==> src/rtl/decoder_pkg.sv <==
// decoder_pkg -- shared widths, types and the index decode helper for the
// decoder3to8_seq block.
//   IDX_W    : width of an encoded index (3)
//   OUT_W    : width of the one-hot word (8)
//   MASK_ALL : value of the serviced mask once every line has been delivered
package decoder_pkg;

  localparam int IDX_W = 3;
  localparam int OUT_W = 8;

  typedef logic [IDX_W-1:0] idx_t;
  typedef logic [OUT_W-1:0] onehot_t;

  localparam onehot_t MASK_ALL = 8'hFF;

  // Set exactly the bit selected by the index.
  function automatic onehot_t decode_idx(input idx_t idx);
    onehot_t w_word;
    w_word      = '0;
    w_word[idx] = 1'b1;
    return w_word;
  endfunction

endpackage

==> src/rtl/decoder3to8_seq_if.sv <==
// decoder3to8_seq_if -- handshake and mask bundle for decoder3to8_seq.
//   in_valid/in_idx/in_ready     : upstream index stream
//   out_valid/out_onehot/out_ready: downstream one-hot stream
//   clr_mask/mask/mask_full      : serviced-mask control and status
// Handshake: a word moves on a rising clk edge where valid=1 and ready=1;
// the producer holds valid and data steady until that edge, and ready never
// depends combinationally on valid.
// Modports: master = upstream/downstream environment, slave = the block.
interface decoder3to8_seq_if;
  import decoder_pkg::*;

  logic    in_valid;
  idx_t    in_idx;
  logic    in_ready;
  logic    out_valid;
  onehot_t out_onehot;
  logic    out_ready;
  logic    clr_mask;
  onehot_t mask;
  logic    mask_full;

  modport master (
    output in_valid, in_idx, out_ready, clr_mask,
    input  in_ready, out_valid, out_onehot, mask, mask_full
  );

  modport slave (
    input  in_valid, in_idx, out_ready, clr_mask,
    output in_ready, out_valid, out_onehot, mask, mask_full
  );

endinterface

==> src/rtl/decoder3to8_seq_skid.sv <==
// skid_buffer -- two-entry (output register + skid register) ready/valid
// pipeline stage with a fully registered upstream ready.
//   clk, rst     : clock, asynchronous active-high reset
//   i_valid      : upstream data valid
//   i_data[W]    : upstream data
//   o_ready      : registered ready, equal to NOT skid_full (0 during reset)
//   o_valid      : output register holds data
//   o_data[W]    : output register contents
//   i_out_ready  : downstream accepts o_data
module skid_buffer #(
  parameter int W = 8
) (
  input  logic         clk,
  input  logic         rst,
  input  logic         i_valid,
  input  logic [W-1:0] i_data,
  output logic         o_ready,
  output logic         o_valid,
  output logic [W-1:0] o_data,
  input  logic         i_out_ready
);

  logic         r_out_valid;
  logic [W-1:0] r_out_data;
  logic         r_skid_valid;
  logic [W-1:0] r_skid_data;
  logic         r_in_ready;

  logic w_in_xfer;
  logic w_out_xfer;
  logic w_skid_valid_nxt;

  assign w_in_xfer  = i_valid & r_in_ready;
  assign w_out_xfer = r_out_valid & i_out_ready;

  // The skid register fills only when the output register is held by
  // backpressure, and drains on any output transfer.
  always_comb begin
    w_skid_valid_nxt = r_skid_valid;
    if (r_skid_valid) begin
      w_skid_valid_nxt = !w_out_xfer;
    end else begin
      w_skid_valid_nxt = r_out_valid && !w_out_xfer && w_in_xfer;
    end
  end

  always_ff @(posedge clk or posedge rst) begin
    if (rst) begin
      r_out_valid  <= 1'b0;
      r_out_data   <= '0;
      r_skid_valid <= 1'b0;
      r_skid_data  <= '0;
      r_in_ready   <= 1'b0;
    end else begin
      if (r_skid_valid) begin
        // in_ready is low here, so no new word can arrive.
        if (w_out_xfer) begin
          r_out_data <= r_skid_data;
        end
      end else if (!r_out_valid || w_out_xfer) begin
        // Output register free (or being emptied): load directly, no bubble.
        r_out_valid <= w_in_xfer;
        if (w_in_xfer) begin
          r_out_data <= i_data;
        end
      end else if (w_in_xfer) begin
        r_skid_data <= i_data;
      end
      r_skid_valid <= w_skid_valid_nxt;
      r_in_ready   <= !w_skid_valid_nxt;
    end
  end

  assign o_ready = r_in_ready;
  assign o_valid = r_out_valid;
  assign o_data  = r_out_data;

endmodule

==> src/rtl/decoder3to8_seq.sv <==
// decoder3to8_seq -- registered 3-to-8 decoder with ready/valid flow control
// and an optional sticky mask of delivered one-hot words.
//   clk : rising-edge clock
//   rst : asynchronous active-high reset
//   bus : decoder3to8_seq_if.slave (index in, one-hot out, mask control)
// Optional feature macro: DECODER3TO8_SEQ_MASK_EN enables the mask register;
// without it mask reads 8'h00, mask_full reads 0 and clr_mask is ignored.
module decoder3to8_seq
  import decoder_pkg::*;
(
  input  logic              clk,
  input  logic              rst,
  decoder3to8_seq_if.slave  bus
);

  logic    w_out_valid;
  idx_t    w_out_idx;
  logic    w_in_ready;
  onehot_t w_onehot;

  // Store the raw index; decoding happens on the stored value.
  skid_buffer #(.W(IDX_W)) u_skid (
    .clk         (clk),
    .rst         (rst),
    .i_valid     (bus.in_valid),
    .i_data      (bus.in_idx),
    .o_ready     (w_in_ready),
    .o_valid     (w_out_valid),
    .o_data      (w_out_idx),
    .i_out_ready (bus.out_ready)
  );

  assign w_onehot       = w_out_valid ? decode_idx(w_out_idx) : '0;
  assign bus.in_ready   = w_in_ready;
  assign bus.out_valid  = w_out_valid;
  assign bus.out_onehot = w_onehot;

`ifdef DECODER3TO8_SEQ_MASK_EN
  onehot_t r_mask;
  logic    w_out_xfer;

  assign w_out_xfer = w_out_valid & bus.out_ready;

  // Clear takes effect before the delivered word is OR-ed in.
  always_ff @(posedge clk or posedge rst) begin
    if (rst) begin
      r_mask <= '0;
    end else if (bus.clr_mask) begin
      r_mask <= w_out_xfer ? w_onehot : '0;
    end else if (w_out_xfer) begin
      r_mask <= r_mask | w_onehot;
    end
  end

  assign bus.mask      = r_mask;
  assign bus.mask_full = (r_mask == MASK_ALL);
`else
  logic w_unused_clr;
  assign w_unused_clr  = bus.clr_mask;
  assign bus.mask      = '0;
  assign bus.mask_full = 1'b0;
`endif

endmodule

==> src/flat_wrapper.sv <==
// flat-port wrapper written by rule: the top's interface ports become plain ports
module decoder3to8_seq_flat import decoder_pkg::*;
  (clk, rst, bus_in_valid, bus_in_idx, bus_out_ready, bus_clr_mask, bus_in_ready, bus_out_valid, bus_out_onehot, bus_mask, bus_mask_full);
  decoder3to8_seq_if bus_i ();
  input  logic clk;
  input  logic rst;
  input wire logic [$bits(bus_i.in_valid)-1:0] bus_in_valid;
  input wire logic [$bits(bus_i.in_idx)-1:0] bus_in_idx;
  input wire logic [$bits(bus_i.out_ready)-1:0] bus_out_ready;
  input wire logic [$bits(bus_i.clr_mask)-1:0] bus_clr_mask;
  output wire logic [$bits(bus_i.in_ready)-1:0] bus_in_ready;
  output wire logic [$bits(bus_i.out_valid)-1:0] bus_out_valid;
  output wire logic [$bits(bus_i.out_onehot)-1:0] bus_out_onehot;
  output wire logic [$bits(bus_i.mask)-1:0] bus_mask;
  output wire logic [$bits(bus_i.mask_full)-1:0] bus_mask_full;
  assign bus_i.in_valid = bus_in_valid;
  assign bus_i.in_idx = bus_in_idx;
  assign bus_i.out_ready = bus_out_ready;
  assign bus_i.clr_mask = bus_clr_mask;
  assign bus_in_ready = bus_i.in_ready;
  assign bus_out_valid = bus_i.out_valid;
  assign bus_out_onehot = bus_i.out_onehot;
  assign bus_mask = bus_i.mask;
  assign bus_mask_full = bus_i.mask_full;
  decoder3to8_seq u_core (.clk(clk), .rst(rst), .bus(bus_i));
endmodule
==> config.mk <==
export PLATFORM = sky130hd
export DESIGN_NAME = decoder3to8_seq_flat
export DESIGN_NICKNAME = d
export VERILOG_FILES = /design/src/rtl/decoder_pkg.sv /design/src/rtl/decoder3to8_seq_if.sv /design/src/rtl/decoder3to8_seq_skid.sv /design/src/rtl/decoder3to8_seq.sv /design/src/flat_wrapper.sv
export SDC_FILE = /design/constraint.sdc
export NUM_CORES = 1
export LEC_CHECK = 0
export BUFFER_PORTS_ARGS = -buffer_cell sky130_fd_sc_hd__buf_2
export CORE_MARGIN = 2
export CORE_UTILIZATION = 42
export DETAILED_ROUTE_END_ITERATION = 7
export GPL_ROUTABILITY_DRIVEN = 0
export MAX_ROUTING_LAYER = met4
export PLACE_DENSITY = 0.76
export SYNTH_ARGS = -nofsm -noshare
export SYNTH_HDL_FRONTEND = slang
export SYNTH_SLANG_ARGS = --single-unit
==> constraint.sdc <==
create_clock -name clk -period 1.65 [get_ports clk]
set_input_delay 0 -clock clk [delete_from_list [all_inputs] [get_ports clk]]
set_output_delay 0 -clock clk [all_outputs]
set_load 0.02 [all_outputs]
==> metrics.cfg, run 1 <==
[synthesis]
yosys.area_share.simple_pct = 18.76
synth_top_area_cell = dfrtp_1
synth_xor_area_share_pct = 0
synth_area_per_cell_um2 = 10.50
synth_warnings = 0
synth_area_um2 = 566.8
synth_cell_types = 18
ys_ff_latch = 9
synthAdderAreaFrac_pct = 0
synth_compound_area_share_pct = 7.064
ys_top_cells_by_area = dfrtp_1 (40%), mux2_2 (18%), buf_4 (12%)
postSynthCellCount = 54
synth.top_cell.area_share_pct = 39.74
seq_area_frac_synth_pct = 39.74
synth_top_family_by_area = simple AND/OR/NAND/NOR gates
synthMuxAreaShare_pct = 17.88

[setup_path]
crit_cells = 3
critPathKind = reg -> out
cp_slowest_cell = dfrtp_1
path_cells = or2b_1 > nor3_1 > buf_2
critPathTopFamily = flip-flops
reg2regPathDepth = 3
slowest_delay_ns = 0.53
cp.required_ns = 1.65
worstPathBufferInverterCount = 1
cp-end-kind = primary output
cp_max_fo = 9
arrival_ns = 1.42
crit_path_start_kind = flip-flop

[grt]
grt_pass1_vias = 346
antenna_found_initial = 0
use_met1_pct = 11.95
grt_usage_pct = 12.60
overflow = 0
grt_pass1_wl_um = 1297
grt_max_degree = 10
grt_use_met3_pct = 6.522
met2_usage_pct = 22.62
busiest_layer = met2

[floorplanning]
ios = 27
die-area_um2 = 1659
die_x_um = 40.74
start_util_pct = 44.11
die_h_um = 40.74
core_um2 = 1285
fp-row-count = 13

[clock_network]
cts_num_sinks = 9
cts_max_path_buffers = 2
h-tree-depth = 1
clk_latency_ns = 0.26
cts-root-buf = clkbuf_4
clkSlewWorstSetupHoldPaths_ns = 0.06
cts_inserted_buffers = 3
post_cts_buffers = 0
cts_tree = yes

[placement]
place_ws_ns = 0.3059
placed_cell_area_um2 = 616.8
portBuffers = 16
place_inst = 83
hpwl_um = 638.3

[timing]
min_period_ns = 1.422
fin_ws_ns = 0.2281
fin_crit_sh_pct = 86.18
slew_viol_final = 0
finalClockSkew_ns = 0.001648
rsz0062_at_grt = no
finalSetupViolCount = 0
max_freq_mhz = 703.3
holdWs_ns = 0.003175
fin_tns_setup_ns = 0
hold_viol_final = 0

[pwr]
p_per_area_nw_per_um2 = 1716
power_leakage_uw = 0.0003614
peakVddDrop_mv = 1.007

[route]
wl_per_cell_um = 8.659
viasPerCell = 4.527
ant_nets = 0
vias = 412
drc = 0
wl_um = 788
drt_iter0_markers = 5
firstDrtPassIters = 4

[finish]
diodes = 0
nets = 85
fin_cells = 91
drive_above_1_share_pct = 42.11
synthToLayoutAreaGrowth_pct = 20.53
final_area_um2 = 683.2

[min_path]
hp-class = in -> reg
hold_depth = 2

[flow_run]
max_cap_violations = 0

[status]
status = complete, no violations

[flip-flops by register name, indices dropped and copies added (netlist names)]
signal                      count
u_core.u_skid.o_data            3
u_core.u_skid.o_ready           1
u_core.u_skid.o_valid           1
u_core.u_skid.r_skid_data       3
u_core.u_skid.r_skid_valid      1
[what timing repair did]
action | in CTS | in global routing
hold endpoints to repair | 12 | 0
hold buffers | 4 | 0
gates resized for setup | 0 | 0
[through the flow]
step | utilization [%] | power (µW)
6_report | 53.16 | 1172
3_3_place_gp | 48.00 | 996.9
2_1_floorplan | - | 920.3
3_5_place_dp | 48.00 | 1013
5_1_grt | 53.16 | 1271
4_1_cts | 53.16 | 1188
[layout make-up]
type                       count  area (µm²)
inverter                       3       11.26
timing repair buffer          20       120.1
multi-input combinational     40       281.5
tap                           15       18.77
clock buffer                   4       26.28
sequential                     9       225.2
fill                         134       601.8
[synth_stat cells (all sizes together)]
cell type,count
buf,10
dfrtp,9
mux2,9
nor2,7
nand2,4
inv,3
nand2b,2
nor3,2
a21o,1
a22oi,1
a31oi,1
conb,1
nand3b,1
nand4,1
o21ai,1
or2b,1
[per-layer routing]
metal  vias up  wire length, µm
met3         0               75
met4         0                0
met2        21              397
met1       186              315
li1        205                -
met5         -                0
[where the power goes]
part | total, µW | internal, µW | leakage, µW | switching [µW]
clock network | 164 | 92.8 | 0.0000150 | 70.9
logic | 541 | 271 | 0.000239 | 270
registers | 468 | 332 | 0.000108 | 136
[cell usage in the layout (no fill, tap or decap)]
cell type,count
a31oi_1,1
mux2_2,9
inv_1,3
a21o_1,1
nand3b_4,1
nand2_1,3
buf_2,16
nand2b_1,2
nand4_2,1
or2b_1,1
dfrtp_1,9
nand2_2,1
clkbuf_4,3
conb_1,9
o21ai_0,1
a22oi_4,1
nor3_1,2
nor2_1,7
dlygate4sd3_1,4
clkbuf_1,1
[final timing paths]
path | start | to | slack, ns
worst min-delay path | bus_out_ready | u_core.u_skid.o_ready$_DFF_PP0_ | 0.003
worst min register to register | u_core.u_skid.r_skid_data[0]$_DFFE_PP0P_ | u_core.u_skid.r_skid_data[0]$_DFFE_PP0P_ | 0.50
worst max-delay path | u_core.u_skid.o_valid$_DFFE_PP0P_ | bus_out_onehot[0] | 0.23
worst max register to register | u_core.u_skid.r_skid_valid$_DFF_PP0_ | u_core.u_skid.o_data[2]$_DFFE_PP0P_ | 0.31
max in group asynchronous | rst | u_core.u_skid.o_data[1]$_DFFE_PP0P_ | 1.18
min in group asynchronous | rst | u_core.u_skid.o_ready$_DFF_PP0_ | 0.23
[kinds of logic (layout without fill, tap and decap cells)]
logic type	after synthesis	count (layout)
muxes	9	9
other	1	9
DFF	9	9
and+or+nand+nor	18	18
buffers and inverters	13	27
AOI/OAI and AO/OA	4	4
Power figures use the tool's default switching activity.
==> run 2, diff against run 1 <==
--- a/config.mk
+++ b/config.mk
@@ -7,3 +7,3 @@
 export LEC_CHECK = 0
-export BUFFER_PORTS_ARGS = -buffer_cell sky130_fd_sc_hd__buf_2
+export BUFFER_PORTS_ARGS = -buffer_cell sky130_fd_sc_hd__clkbuf_2
 export CORE_MARGIN = 2
@@ -12,2 +12,3 @@
 export GPL_ROUTABILITY_DRIVEN = 0
+export GPL_TIMING_DRIVEN = 0
 export MAX_ROUTING_LAYER = met4
--- a/constraint.sdc
+++ b/constraint.sdc
@@ -3,2 +3,2 @@
 set_output_delay 0 -clock clk [all_outputs]
-set_load 0.02 [all_outputs]
+set_load 0.1 [all_outputs]
==> run 2 against run 1 <==
Clock-buffer cell count unchanged; largest cell class unchanged; sequential cell count stayed put; setup slack got worse by 0.17 ns; sequential share of layout area is 5.3 points lower; first-iteration DRC count fell by 100%; cell area up 22%.
==> metrics.cfg, run 2 (same netlist as run 1, synthesis figures left out) <==
[status]
status = complete, no violations  ; unchanged

[min_path]
hold_depth = 2  ; unchanged
hold_start = bus_out_ready  ; unchanged
hp-class = in -> reg  ; unchanged

[route]
drc = 0  ; unchanged
wl_um = 1023  ; was 788 µm
ant_nets = 0  ; unchanged
viasPerCell = 4.436  ; was 4.527
vias = 448  ; was 412
wl_per_cell_um = 10.13  ; was 8.659 µm
drt_iter0_markers = 0  ; was 5
firstDrtPassIters = 1  ; was 4

[finish]
multiInputGateArea_um2 = 334.1  ; was 281.5 µm²
final-seq-area_um2 = 230.2  ; was 225.2 µm²
nFillCells = 98  ; was 134
diodes = 0  ; unchanged
post-route-util_pct = 64.75  ; was 53.16%
synthToLayoutAreaGrowth_pct = 46.80  ; was 20.53%
drive_above_1_share_pct = 60.47  ; was 42.11%
fin_cells = 101  ; was 91
nets = 95  ; was 85
final_cell_mix = mux2_2 (9), buf_4 (9), conb_1 (9)  ; was buf_2 (16), mux2_2 (9), conb_1 (9), dfrtp_1 (9), nor2_1 (7)

[floorplanning]
die-area_um2 = 1659  ; unchanged
die_x_um = 40.74  ; unchanged
fp-row-count = 13  ; unchanged
core_um2 = 1285  ; unchanged
start_util_pct = 44.11  ; unchanged
die_h_um = 40.74  ; unchanged
ios = 27  ; unchanged

[placement]
hpwl_um = 834.4  ; was 638.3 µm
place_inst = 93  ; was 83
place_ws_ns = 0.2064  ; was 0.3059 ns
portBuffers = 16  ; unchanged

[timing]
rsz0062_at_grt = no  ; unchanged
min_period_ns = 1.591  ; was 1.422 ns
fin_crit_sh_pct = 96.43  ; was 86.18%
holdWs_ns = 0.03107  ; was 0.003175 ns
relSlewSlack_pct = 64.15
tightest_slew_ns = 0.5400
max_freq_mhz = 628.5  ; was 703.3 MHz
hold_viol_final = 0  ; unchanged
slew_viol_final = 0  ; unchanged
fin_ws_ns = 0.05896  ; was 0.2281 ns
finalSetupViolCount = 0  ; unchanged
finalClockSkew_ns = 0.0006542  ; was 0.001648 ns

[clock_network]
cts_tree = yes  ; unchanged
clk_latency_ns = 0.25  ; was 0.26 ns
cts_inserted_buffers = 3  ; unchanged
cts_num_sinks = 9  ; unchanged
cts_max_path_buffers = 2  ; unchanged
h-tree-depth = 1  ; unchanged
clkSlewWorstSetupHoldPaths_ns = 0.05  ; was 0.06 ns
post_cts_buffers = 0  ; unchanged
cts-root-buf = clkbuf_4  ; unchanged

[setup_path]
cp.required_ns = 1.65  ; about the same
slowest_delay_ns = 0.48  ; was 0.53 ns
arrival_ns = 1.59  ; was 1.42 ns
startpoint = u_core.u_skid.o_valid$_DFFE_PP0P_  ; unchanged
cp_slowest_cell = dfrtp_4  ; was dfrtp_1
cp-end-kind = primary output  ; unchanged
crit_path_start_kind = flip-flop  ; unchanged
r2r_setup_slack_ns = 0.31  ; about the same
reg2reg_to = u_core.u_skid.o_data[0]$_DFFE_PP0P_  ; was u_core.u_skid.o_data[2]$_DFFE_PP0P_
cp_max_fo = 9  ; unchanged
r2r-start = u_core.u_skid.r_skid_valid$_DFF_PP0_  ; unchanged
reg2regPathDepth = 4  ; was 3
critPathKind = reg -> out  ; unchanged
path_cells = nand2_1 > nor3_4 > clkbuf_4  ; was or2b_1 > nor3_1 > buf_2
crit_end = bus_out_onehot[2]  ; was bus_out_onehot[0]

[grt]
grt_max_degree = 10  ; unchanged
antenna_found_initial = 0  ; unchanged
grt_pass1_wl_um = 1587  ; was 1297 µm
grt_pass1_vias = 365  ; was 346
overflow = 0  ; unchanged
grt_usage_pct = 15.63  ; was 12.60%

[flow_run]
max_cap_violations = 0  ; unchanged

run 2: changes by cell type in the layout (fill, tap and decap cells not counted), moves of 3 or more:
cell	before	now
clkbuf_4	3	8
nor2_4	0	3
nor2_2	0	3
nor2_1	7	1
buf_2	16	3
clkbuf_2	0	8
buf_4	0	9
run 2: per-stage QoR:
stage	TNS [ns]	area (µm²)
4_1_cts	0	822.0
3_3_place_gp	0	753.2
2_1_floorplan	-0.8037	654.4
6_report	0	832.0
3_5_place_dp	0	753.2
5_1_grt	0	832.0
run 2: repair_timing:
item	4_1_cts	5_1_grt
pin swaps	0	0
hold buffers	3	1
resized for setup	5	3
hold endpoints to repair	11	1
endpoints found under the setup margin	5	3
run 2: routing by layer:
| metal | part of all wire [%] | global-route usage (%) |
|---|---|---|
| met5 | 0 | - |
| met1 | 39 | 18.98 |
| met2 | 53 | 23.41 |
| met4 | 1.4 | 5.000 |
| met3 | 5.7 | 6.522 |
run 2: worst min path at each step:
stage	slack, ns	to
2_1_floorplan	-0.17	u_core.u_skid.o_data[0]$_DFFE_PP0P_
3_3_place_gp	-0.05	u_core.u_skid.r_skid_data[2]$_DFFE_PP0P_
3_5_place_dp	-0.04	u_core.u_skid.r_skid_data[2]$_DFFE_PP0P_
4_1_cts	0.002	u_core.u_skid.r_skid_data[0]$_DFFE_PP0P_
5_1_grt	0.02	u_core.u_skid.o_ready$_DFF_PP0_
6_report	0.03	u_core.u_skid.o_ready$_DFF_PP0_
run 2: cell type report:
class | count | share of cell area, %
repair buffers | 20 | 15.94
flip-flops and latches | 9 | 27.67
plain buffers | 10 | 9.474
inverters | 3 | 1.353
clock buffers | 4 | 3.158
multi-input cells | 40 | 40.15
well taps | 15 | 2.256
run 2: worst max-delay path: cells and delay by family, from the launching register on:
kind	cells	cell delay, ns
and+or+nand+nor	2	0.50
buffers and inverters	1	0.35
DFF	1	0.48
Power of run 2 is left out: the tool's default activity adds up to more than one toggle a clock period on the data nets, which glitch-free logic cannot reach.
==> run 3, diff against run 2 <==
Settings changed: PLACE_DENSITY 0.76 to not set, PLACE_DENSITY_LB_ADDON set to 0.1.
==> run 3 against run 2 <==
Critical path type unchanged; clock skew is essentially flat; cell area rose by 1.5%; core utilization grew 0.97 points; critical path depth is the same; die area unchanged.
==> metrics.cfg, run 3 (same netlist as run 1, synthesis figures left out) <==
[status]
status = complete, no violations  ; unchanged

[placement]
hpwl_um = 754.9  ; was 834.4 µm
portBuffers = 16  ; unchanged
placed_cell_area_um2 = 753.2  ; unchanged
place_inst = 93  ; unchanged

[finish]
final_cell_mix = buf_4 (10), mux2_2 (9), conb_1 (9)  ; was mux2_2 (9), buf_4 (9), conb_1 (9)
drive_above_1_share_pct = 59.77  ; was 60.47%
fin_cells = 102  ; was 101
diodes = 0  ; unchanged
post-route-util_pct = 65.73  ; was 64.75%
final_area_um2 = 844.6  ; was 832.0 µm²
synthToLayoutAreaGrowth_pct = 49.01  ; was 46.80%
final_common_cell = buf_4
nets = 96  ; was 95

[setup_path]
crit_path_start_kind = flip-flop  ; unchanged
r2r-start = u_core.u_skid.r_skid_valid$_DFF_PP0_  ; unchanged
r2r_setup_slack_ns = 0.33  ; was 0.31 ns
cp_max_fo = 9  ; unchanged
reg2regPathDepth = 4  ; unchanged
arrival_ns = 1.57  ; was 1.59 ns
reg2reg_to = u_core.u_skid.o_data[1]$_DFFE_PP0P_  ; was u_core.u_skid.o_data[0]$_DFFE_PP0P_
cp.required_ns = 1.65  ; about the same
critPathKind = reg -> out  ; unchanged
cp-end-kind = primary output  ; unchanged

[route]
wl_met3_um = 71  ; was 58 µm
firstDrtPassIters = 2  ; was 1
top_layer = met4  ; unchanged
ant_nets = 0  ; unchanged
wl_um = 945  ; was 1023 µm
viasPerCell = 4.314  ; was 4.436
wl_per_cell_um = 9.265  ; was 10.13 µm
drt_iter0_markers = 5  ; was 0
vias = 440  ; was 448
drc = 0  ; unchanged
met2_wirelength_um = 497  ; was 547 µm
m1WireLength_um = 358  ; was 403 µm

[min_path]
hold_start = bus_in_valid  ; was bus_out_ready
hold_depth = 3  ; was 2
hp-class = in -> reg  ; unchanged
hold_end = u_core.u_skid.o_valid$_DFFE_PP0P_  ; was u_core.u_skid.o_ready$_DFF_PP0_

[grt]
overflow = 0  ; unchanged
antenna_found_initial = 0  ; unchanged
grt_usage_pct = 14.81  ; was 15.63%
grt_pass1_wl_um = 1469  ; was 1587 µm
grt_max_degree = 10  ; unchanged
grt_pass1_vias = 382  ; was 365

[timing]
hold_viol_final = 0  ; unchanged
finalClockSkew_ns = 0.0009228  ; was 0.0006542 ns
relSlewSlack_pct = 64.15  ; about the same
min_period_ns = 1.570  ; was 1.591 ns
rsz0062_at_grt = no  ; unchanged
finalSetupViolCount = 0  ; unchanged
fin_crit_sh_pct = 95.18  ; was 96.43%
max_freq_mhz = 636.8  ; was 628.5 MHz
slew_viol_final = 0  ; unchanged
tightest_slew_ns = 0.5401  ; was 0.5400 ns

[floorplanning]
die_x_um = 40.74  ; unchanged
die_h_um = 40.74  ; unchanged
die-area_um2 = 1659  ; unchanged
core_um2 = 1285  ; unchanged
ios = 27  ; unchanged
start_util_pct = 44.11  ; unchanged
fp-row-count = 13  ; unchanged

[clock_network]
cts-root-buf = clkbuf_4  ; unchanged
cts_tree = yes  ; unchanged
clk_latency_ns = 0.26  ; was 0.25 ns
cts_max_path_buffers = 2  ; unchanged
cts_inserted_buffers = 3  ; unchanged
clkSlewWorstSetupHoldPaths_ns = 0.06  ; was 0.05 ns
cts_num_sinks = 9  ; unchanged
h-tree-depth = 1  ; unchanged

[flow_run]
max_cap_violations = 0  ; unchanged

[run 3: cell count changes in the layout (fill, tap and decap cells not counted)]
cell	previous run	this run
buf_2	3	2
dlygate4sd3_1	4	5
buf_4	9	10
[run 3: stage by stage]
step | hold WS [ns] | setup TNS, ns | setup slack (ns)
finish | 0.03994 | 0 | 0.07957
detailed placement | -0.04549 | 0 | 0.2043
floorplan | -0.1721 | -0.8037 | -0.1760
global placement | -0.04589 | 0 | 0.2322
CTS | 0.04238 | 0 | 0.02631
global route | 0.06783 | 0 | 0.0007990
[run 3: per-layer routing]
layer  global-route usage (%)  vias to the layer above
li1                         -                      227
met1                    13.56                      194
met2                    25.79                       17
met3                    4.891                        2
met4                    10.00                        0
met5                        -                        -
[run 3: worst max-delay path by stage]
stage	endpoint	start	slack [ns]	cells past startpoint
floorplan	bus_out_onehot[1]	u_core.u_skid.o_valid$_DFFE_PP0P_	-0.18	2
global placement	bus_out_onehot[2]	u_core.u_skid.o_valid$_DFFE_PP0P_	0.23	3
detailed placement	bus_out_onehot[2]	u_core.u_skid.o_valid$_DFFE_PP0P_	0.20	3
CTS	bus_out_onehot[6]	u_core.u_skid.o_valid$_DFFE_PP0P_	0.03	3
global route	bus_out_onehot[7]	u_core.u_skid.o_valid$_DFFE_PP0P_	0.0008	3
finish	bus_out_onehot[0]	u_core.u_skid.o_valid$_DFFE_PP0P_	0.08	3
[run 3: critical path: stages (launching register included)]
cell and delay (ns):
dfrtp_4 0.48, or2b_1 0.34, nor3_4 0.14, clkbuf_4 0.35
[run 3: layout make-up]
type,count,area [µm²]
timing repair buffer,21,145.1
multi-input combinational,40,334.1
sequential,9,230.2
tap,15,18.77
clock buffer,4,26.28
inverter,3,11.26
fill,111,440.4
buffer,10,78.83
[run 3: timing repair]
item | 4_1_cts | 5_1_grt
setup endpoints to repair | 5 | 4
resized for setup | 5 | 5
setup buffers | 0 | 0
hold endpoints to repair | 13 | 0
hold buffers | 5 | 0
Power of run 3 is left out for the same reason.
